## src/rtl/serial_number_loader.sv

```systemverilog
// Serial-to-parallel operand loader: assembles a 32-bit word MSB-first and holds it under a valid/ack handshake.
// Optional even-parity trailer bit and err pulse are compiled in with `LOADER_PARITY_EN.
module serial_number_loader #(
    parameter int WIDTH = 32
) (
    input  logic             clk,
    input  logic             rst,
    input  logic             start,
    input  logic             din,
    input  logic             din_valid,
    input  logic             a_ack,
    output logic [WIDTH-1:0] A,
    output logic             a_valid,
    output logic             busy,
    output logic             err,
    output logic [1:0]       state_dbg
);

    // Handshake: A is valid while a_valid is high; the cycle a_ack is sampled
    // with a_valid high completes the transfer and a_valid drops on that edge.

    localparam int CW = $clog2(WIDTH);
    localparam logic [CW-1:0] LAST_BIT = CW'(WIDTH - 1);

    typedef enum logic [1:0] {
        IDLE   = 2'd0,
        SHIFT  = 2'd1,
`ifdef LOADER_PARITY_EN
        PARITY = 2'd2,
`endif
        HOLD   = 2'd3
    } state_t;

    state_t          state, state_n;
    logic [CW-1:0]   cnt, cnt_n;
    logic [WIDTH-1:0] sr, sr_n;
    logic [WIDTH-1:0] a_n;
`ifdef LOADER_PARITY_EN
    logic            err_n;
`endif

    always_comb begin
        state_n = state;
        cnt_n   = cnt;
        sr_n    = sr;
        a_n     = A;
`ifdef LOADER_PARITY_EN
        err_n   = 1'b0;
`endif
        case (state)
            IDLE: begin
                if (start) begin
                    cnt_n   = '0;
                    sr_n    = '0;
                    state_n = SHIFT;
                end
            end
            SHIFT: begin
                if (start) begin
                    cnt_n = '0;
                    sr_n  = '0;
                end else if (din_valid) begin
                    sr_n  = {sr[WIDTH-2:0], din};
                    cnt_n = cnt + 1'b1;
                    if (cnt == LAST_BIT) begin
`ifdef LOADER_PARITY_EN
                        state_n = PARITY;
`else
                        a_n     = {sr[WIDTH-2:0], din};
                        state_n = HOLD;
`endif
                    end
                end
            end
`ifdef LOADER_PARITY_EN
            PARITY: begin
                if (start) begin
                    cnt_n   = '0;
                    sr_n    = '0;
                    state_n = SHIFT;
                end else if (din_valid) begin
                    // Data plus trailer bit must have an even number of ones.
                    if (^{sr, din} == 1'b0) begin
                        a_n     = sr;
                        state_n = HOLD;
                    end else begin
                        err_n   = 1'b1;
                        state_n = IDLE;
                    end
                end
            end
`endif
            HOLD: begin
                if (a_ack) state_n = IDLE;
            end
            default: state_n = IDLE;
        endcase
    end

    always_ff @(posedge clk) begin
        if (rst) begin
            state   <= IDLE;
            cnt     <= '0;
            sr      <= '0;
            A       <= '0;
            a_valid <= 1'b0;
            busy    <= 1'b0;
        end else begin
            state   <= state_n;
            cnt     <= cnt_n;
            sr      <= sr_n;
            A       <= a_n;
            a_valid <= (state_n == HOLD);
`ifdef LOADER_PARITY_EN
            busy    <= (state_n == SHIFT) || (state_n == PARITY);
`else
            busy    <= (state_n == SHIFT);
`endif
        end
    end

`ifdef LOADER_PARITY_EN
    always_ff @(posedge clk) begin
        if (rst) err <= 1'b0;
        else     err <= err_n;
    end
`else
    assign err = 1'b0;
`endif

    assign state_dbg = state;

endmodule

```

## config.mk

```make
export PLATFORM = sky130hd
export DESIGN_NAME = serial_number_loader
export DESIGN_NICKNAME = d
export VERILOG_FILES = /design/src/rtl/serial_number_loader.sv
export SDC_FILE = /design/constraint.sdc
export NUM_CORES = 1
export LEC_CHECK = 0
export ABC_CLOCK_PERIOD_IN_PS = 1900
export CORE_MARGIN = 2
export CORE_UTILIZATION = 50
export CTS_CLUSTER_SIZE = 28
export DETAILED_ROUTE_END_ITERATION = 7
export PLACE_DENSITY = 0.74
export RECOVER_POWER = 100
export SKIP_CTS_REPAIR_TIMING = 1
export SLEW_MARGIN = 25
export SYNTH_ARGS = -nofsm -noshare
export SYNTH_HDL_FRONTEND = slang
export SYNTH_SLANG_ARGS = --single-unit
```

## constraint.sdc

```tcl
create_clock -name clk -period 1.9 [get_ports clk]
set_input_delay 0.285 -clock clk [delete_from_list [all_inputs] [get_ports clk]]
set_output_delay 0.285 -clock clk [all_outputs]
set_load 0.02 [all_outputs]
```

==> run metrics, run 1 <==
status completed; Placer Congestion 0.7834; Tmin final 1.755 ns; synthesized flop and latch total 72; Initial DRC Count 164; CP max stage delay 0.67 ns; chip width a little under 80 um; mapped cell area 2783 um2; Critical Path RT between 1.5 and 2 ns; Clock Latency Late Sink between 0.3 and 0.4 ns; Post-synth EDFFs 0; sequential area share after synthesis 0.5180; met1 GRT Util 0.2756; antenna-violating nets left 0; max-slew violation count 0; WHS Path Cells 2; M2 GR Usage 0.3513; layout cells sized above 1 0.1011; initial antenna violation count 0; Pwr Density 841.0 nW/um2; CTS Root Buffer Type clkbuf_8; Routed WL per cell between 10 and 15 um; most used routing layer met2; post-DR vias/cell 5.654; Clock Sinks 72; cell count after synthesis about 330; row cnt 27; final worst-path cycle share 0.9237; leakage power 1.243 nW; Final Non-Filler Cells 448; Worst R2R Start cnt[0]; die height 78.60 um; hold slack ~0.22 ns; grt ovf 0; number of global-route vias before repair 2287; Initial Utilization 0.5116; CTS max path bufs 2; syn nets 342; HP Start rst; WP buf/inv 2; drt pass-1 iters 5; ys async rst share 0; type of the worst setup path flip-flop to primary output; placed cells ~430; I/O pins 43; yosys warns 0; Avg Inst Size Synth 8.331 um2; largest cells by area after synthesis dfxtp_1 52%, a21oi_1 12%, o21ai_0 12%, nand3_1 5.9%, clkbuf_1 4.2%; Worst R2R End A[21]; Layout area overhead 27.34%; Arr. time, crit path between 1 and 1.5 ns; Final Hold Viols 0; Worst-path clk slew roughly 0.070 ns; M3 GR Usage 0.05402; largest net degree at the start of global routing 52; Post-DP Area between 3000 and 4000 um2; first-pass GRT wire length 10650 um; Setup WS pre-CTS -0.04429 ns; DRC viols 0; top-count cell post-synth dfxtp_1; worst hold path class input pin to flip-flop; f_max 569.8 MHz; fin nets 379; CP max-delay cell dlygate4sd3_1; total CTS buffers 9; RSZ-0062 raised after global routing false; core area 5439 um2; DR vias 2533; Synth top area share 0.5180; Setup-failing EPs final 0; gr usage total 0.2148; CP Cell Sequence buf_4 > dlygate4sd3_1; input/output buffers 41; crit start category flip-flop; Reg2Reg Setup Slack approximately 0.20 ns; hpwl dp 3881 um; Max Cap Violations 0; Synth Flop Type dfxtp_1; hold path endpoint A[2]; CTS tree yes; Top delay family on crit path buffers and inverters; die area 6178 um2; critical path peak fanout 6; cell depth of the worst flop-to-flop path 7; skew final 0.01246 ns; Final Core Density 0.6515; ANT cells 0; final setup margin 0.1450 ns; Post-Route WL 6151 um; worst vdd ir 0.6198 mV; Worst Setup End Kind primary output; post-synth cell types 28; dominant cell type by area after synthesis dfxtp_1; synth cell count leaders 72 x dfxtp_1, 69 x a21oi_1, 66 x o21ai_0, 33 x nand3_1, 31 x clkbuf_1; design area 3543 um2; htree depth 3
==> cell usage in the layout (no fill, tap or decap), types with 4 or more instances in the layout <==
cell / n
o21ai_0: 66
a21oi_1: 68
nand2_1: 27
nand3_1: 33
dlygate4sd3_1: 35
clkdlybuf4s50_1: 4
or4b_1: 8
buf_4: 17
clkbuf_8: 10
dfxtp_1: 72
==> final cells by class <==
| cell class | instances | area [um2] |
|---|---|---|
| tap | 72 | 90.09 |
| inverter | 1 | 3.754 |
| multi-input combinational | 226 | 1216 |
| timing repair buffer | 61 | 570.5 |
| sequential | 72 | 1441 |
| fill | 471 | 1896 |
| clock inverter | 5 | 80.08 |
| clock buffer | 11 | 141.4 |
==> per-stage QoR <==
step	power (mW)	setup TNS [ns]
final	2.980	0
after global routing	3.082	0
after CTS	3.013	-0.01485
after detailed placement	1.690	-0.2439
after global placement	1.688	-0.009979
after floorplan	1.627	0
==> kinds of logic after synthesis <==
group / synth area share
compound gates: 0.2594
fa+ha+maj: 0.008991
buf+inv: 0.05305
flops: 0.5180
other cells: 0.001348
simple gates: 0.1592
==> report_power, final <==
part,switching (mW),internal [mW]
combinational,0.0902,0.0478
sequential,0.00206,1.51
clock,0.555,0.773
==> worst reg2reg max path: stages (launching register included) <==
cell and delay, ns:
dfxtp_1 0.39, ha_1 0.21, and3_1 0.17, ha_1 0.16, and2_1 0.21, buf_4 0.24, nand3_1 0.13, a21oi_1 0.13
==> metal layers <==
layer  vias up  share of wire
met5         -              0
met1      1198           0.46
met2        69           0.48
met4         0         0.0063
li1       1262              -
met3         4          0.050
==> state kept, by name (all words and copies together) (netlist names) <==
signal     cells
A             32
a_valid        1
busy           1
cnt            5
sr            31
state_dbg      2
==> how the worst max path moves through the flow <==
stage	start	endpoint	slack (ns)	depth (start not counted)
after floorplan	state_dbg[0]	sr[28]	0.17	4
after global placement	start	sr[28]	-0.003	4
after detailed placement	start	sr[24]	-0.04	4
after CTS	state_dbg[1]	state_dbg[1]	-0.01	2
after global routing	cnt[0]	A[14]	0.05	7
final	state_dbg[0]	state_dbg[0]	0.15	2
No activity file was read; power rests on OpenSTA's default activity.
==> run 2: changes to the inputs <==
Settings changed: ABC_CLOCK_PERIOD_IN_PS 1900 to 1640.
Clock period 1.9 ns to 1.64 ns, I/O delays scaled along.
==> run 2 against run 1 <==
Core utilization is 1.8 points higher. Clock power grew 29%. Sequential share of layout area down 1.0 points. Register-to-register slack got worse by 0.14 ns. Highest routed layer unchanged. Die area is the same. Flip-flop and latch count is the same. Critical path depth is 2 higher. Non-clock buffer count increased by 7. Sequential power up 16%.
==> run metrics, run 2 (synthesis results as in run 1) <==
status completed (unchanged); total CTS buffers 9 (unchanged); worst vdd ir 0.7560 mV (was 0.6198 mV); ANT cells 0 (unchanged); type of the worst setup path input pin to flip-flop (was flip-flop to primary output); max-slew violation count 0 (unchanged); CTS tree yes (unchanged); fill count 456 (was 471); commonest cells after routing, fill and taps aside 71 x dfxtp_1, 68 x a21oi_1, 65 x o21ai_0, 33 x nand3_1, 30 x clkdlybuf4s50_1 (was 72 x dfxtp_1, 68 x a21oi_1, 66 x o21ai_0, 35 x dlygate4sd3_1, 33 x nand3_1); gr usage total 0.2154 (was 0.2148); Largest register FFs 32 (unchanged); grt ovf 0 (unchanged); Max Cap Violations 0 (unchanged); die height 78.60 um (unchanged); htree depth 3 (unchanged); Pwr Density 997.9 nW/um2 (was 841.0 nW/um2); Clock Sinks 72 (unchanged); Routed WL per cell 13.96 um (was 13.73 um); critical path peak fanout 11 (was 6); Setup-failing EPs final 0 (unchanged); M2 GR Usage 0.3453 (was 0.3513); post-DR vias/cell 5.596 (was 5.654); die area 6178 um2 (unchanged); Placer Congestion 0.7610 (was 0.7834); M3 GR Usage 0.05977 (was 0.05402); Clock Latency Late Sink 0.35 ns (was 0.34 ns); largest net degree at the start of global routing 52 (unchanged); CTS max path bufs 2 (unchanged); leakage power 1.213 nW (was 1.243 nW); hold slack 0.2585 ns (was 0.2235 ns); Tmin final around 1.6 ns; WHS Path Cells 2 (unchanged); Initial Utilization 0.5116 (unchanged); cell depth of the worst flop-to-flop path 3 (was 7); antenna-violating nets left 0 (unchanged); Post-Route WL 6352 um (was 6151 um); input/output buffers 41 (unchanged); area of the multi-input gates 1227 um2 (was 1216 um2); placed cells 438 (was 432); Final Hold Viols 0 (unchanged); initial antenna violation count 0 (unchanged); biggest registers after layout A x32, sr x31, cnt x5 (unchanged); RSZ-0062 raised after global routing true (was false); DR vias 2546 (was 2533); number of global-route vias before repair 2285 (was 2287); Layout area overhead 30.80% (was 27.34%); I/O pins 43 (unchanged); Critical Path RT 1.91 ns (was 1.62 ns); skew final 0.01228 ns (was 0.01246 ns); Final Core Density 0.6692 (was 0.6515); core area 5439 um2 (unchanged); layout cells sized above 1 0.1305 (was 0.1011); leading cell type in the layout, fill and taps excluded dfxtp_1 (unchanged); Final Non-Filler Cells 455 (was 448); first-pass GRT wire length 10620 um (was 10650 um); Initial DRC Count 158 (was 164); final worst-path cycle share 0.9837; hpwl dp 3893 um (was 3881 um); row cnt 27 (unchanged); Arr. time, crit path 1.88 ns (was 1.47 ns); Top reg by flops A (unchanged); chip width 78.60 um (unchanged); most used routing layer met2 (unchanged); met1 GRT Util 0.2786 (was 0.2756); crit start category input pin (was flip-flop); CTS Root Buffer Type clkbuf_8 (unchanged); worst hold path class input pin to flip-flop (unchanged); Reg area 1443 um2 (was 1441 um2); drt pass-1 iters 4 (was 5); Worst Setup End Kind flip-flop (was primary output); f_max 619.9 MHz; fin nets 386 (was 379); DRC viols 0 (unchanged); Worst-path clk slew 0.07 ns (about the same)
==> run 2: cell count changes in the layout (fill, tap and decap cells not counted), moves of 2 or more <==
cell	delta
buf_6	+4
clkbuf_2	+2
clkinvlp_4	-2
buf_4	+2
clkdlybuf4s50_1	+26
dlygate4sd3_1	-27
==> run 2: path summary, 6_finish.rpt <==
path	start	end	slack (ns)
worst min register to register	A[30]	A[30]	0.47
worst min-delay path	rst	A[30]	0.26
worst max register to register	state_dbg[1]	sr[25]	0.06
worst max-delay path	start	sr[25]	0.03
==> run 2: per-stage QoR <==
| stage | setup TNS, ns | setup WS, ns | power [mW] | instance area, um2 |
|---|---|---|---|---|
| 5_1_grt | -0.0006859 | -0.0006859 | 3.739 | 3640 |
| 6_report | 0 | 0.02678 | 3.632 | 3640 |
| 2_1_floorplan | -1.382 | -0.04611 | 1.886 | 2784 |
| 4_1_cts | -0.2504 | -0.2301 | 3.653 | 3626 |
| 3_3_place_gp | -6.041 | -0.2114 | 1.964 | 3381 |
| 3_5_place_dp | -8.666 | -0.2740 | 1.965 | 3381 |
==> run 2: layer usage <==
layer / routed length (um) / part of all wire
met5: 0 / 0
met4: 57 / 0.0090
met3: 208 / 0.033
met2: 2976 / 0.47
met1: 3109 / 0.49
==> run 2: cell type report <==
type,instances,area share
Sequential cell,72,0.3964
Clock inverter,5,0.02853
Timing Repair Buffer,68,0.1733
Inverter,1,0.001031
Multi-Input combinational cell,226,0.3372
Clock buffer,11,0.03885
Tap cell,72,0.02475
==> run 2: where the power goes <==
group | internal (mW) | leakage [nW] | switching, mW
Sequential | 1.75 | 0.581 | 0.00208
Clock | 1.05 | 0.124 | 0.653
Combinational | 0.0639 | 0.509 | 0.109
Total | 2.87 | 1.21 | 0.764
==> run 2: worst max-delay path, stage by stage <==
cell and delay, ns:
clkdlybuf4s50_1 0.44, or3b_4 0.47, or4b_1 0.55, a21oi_1 0.18
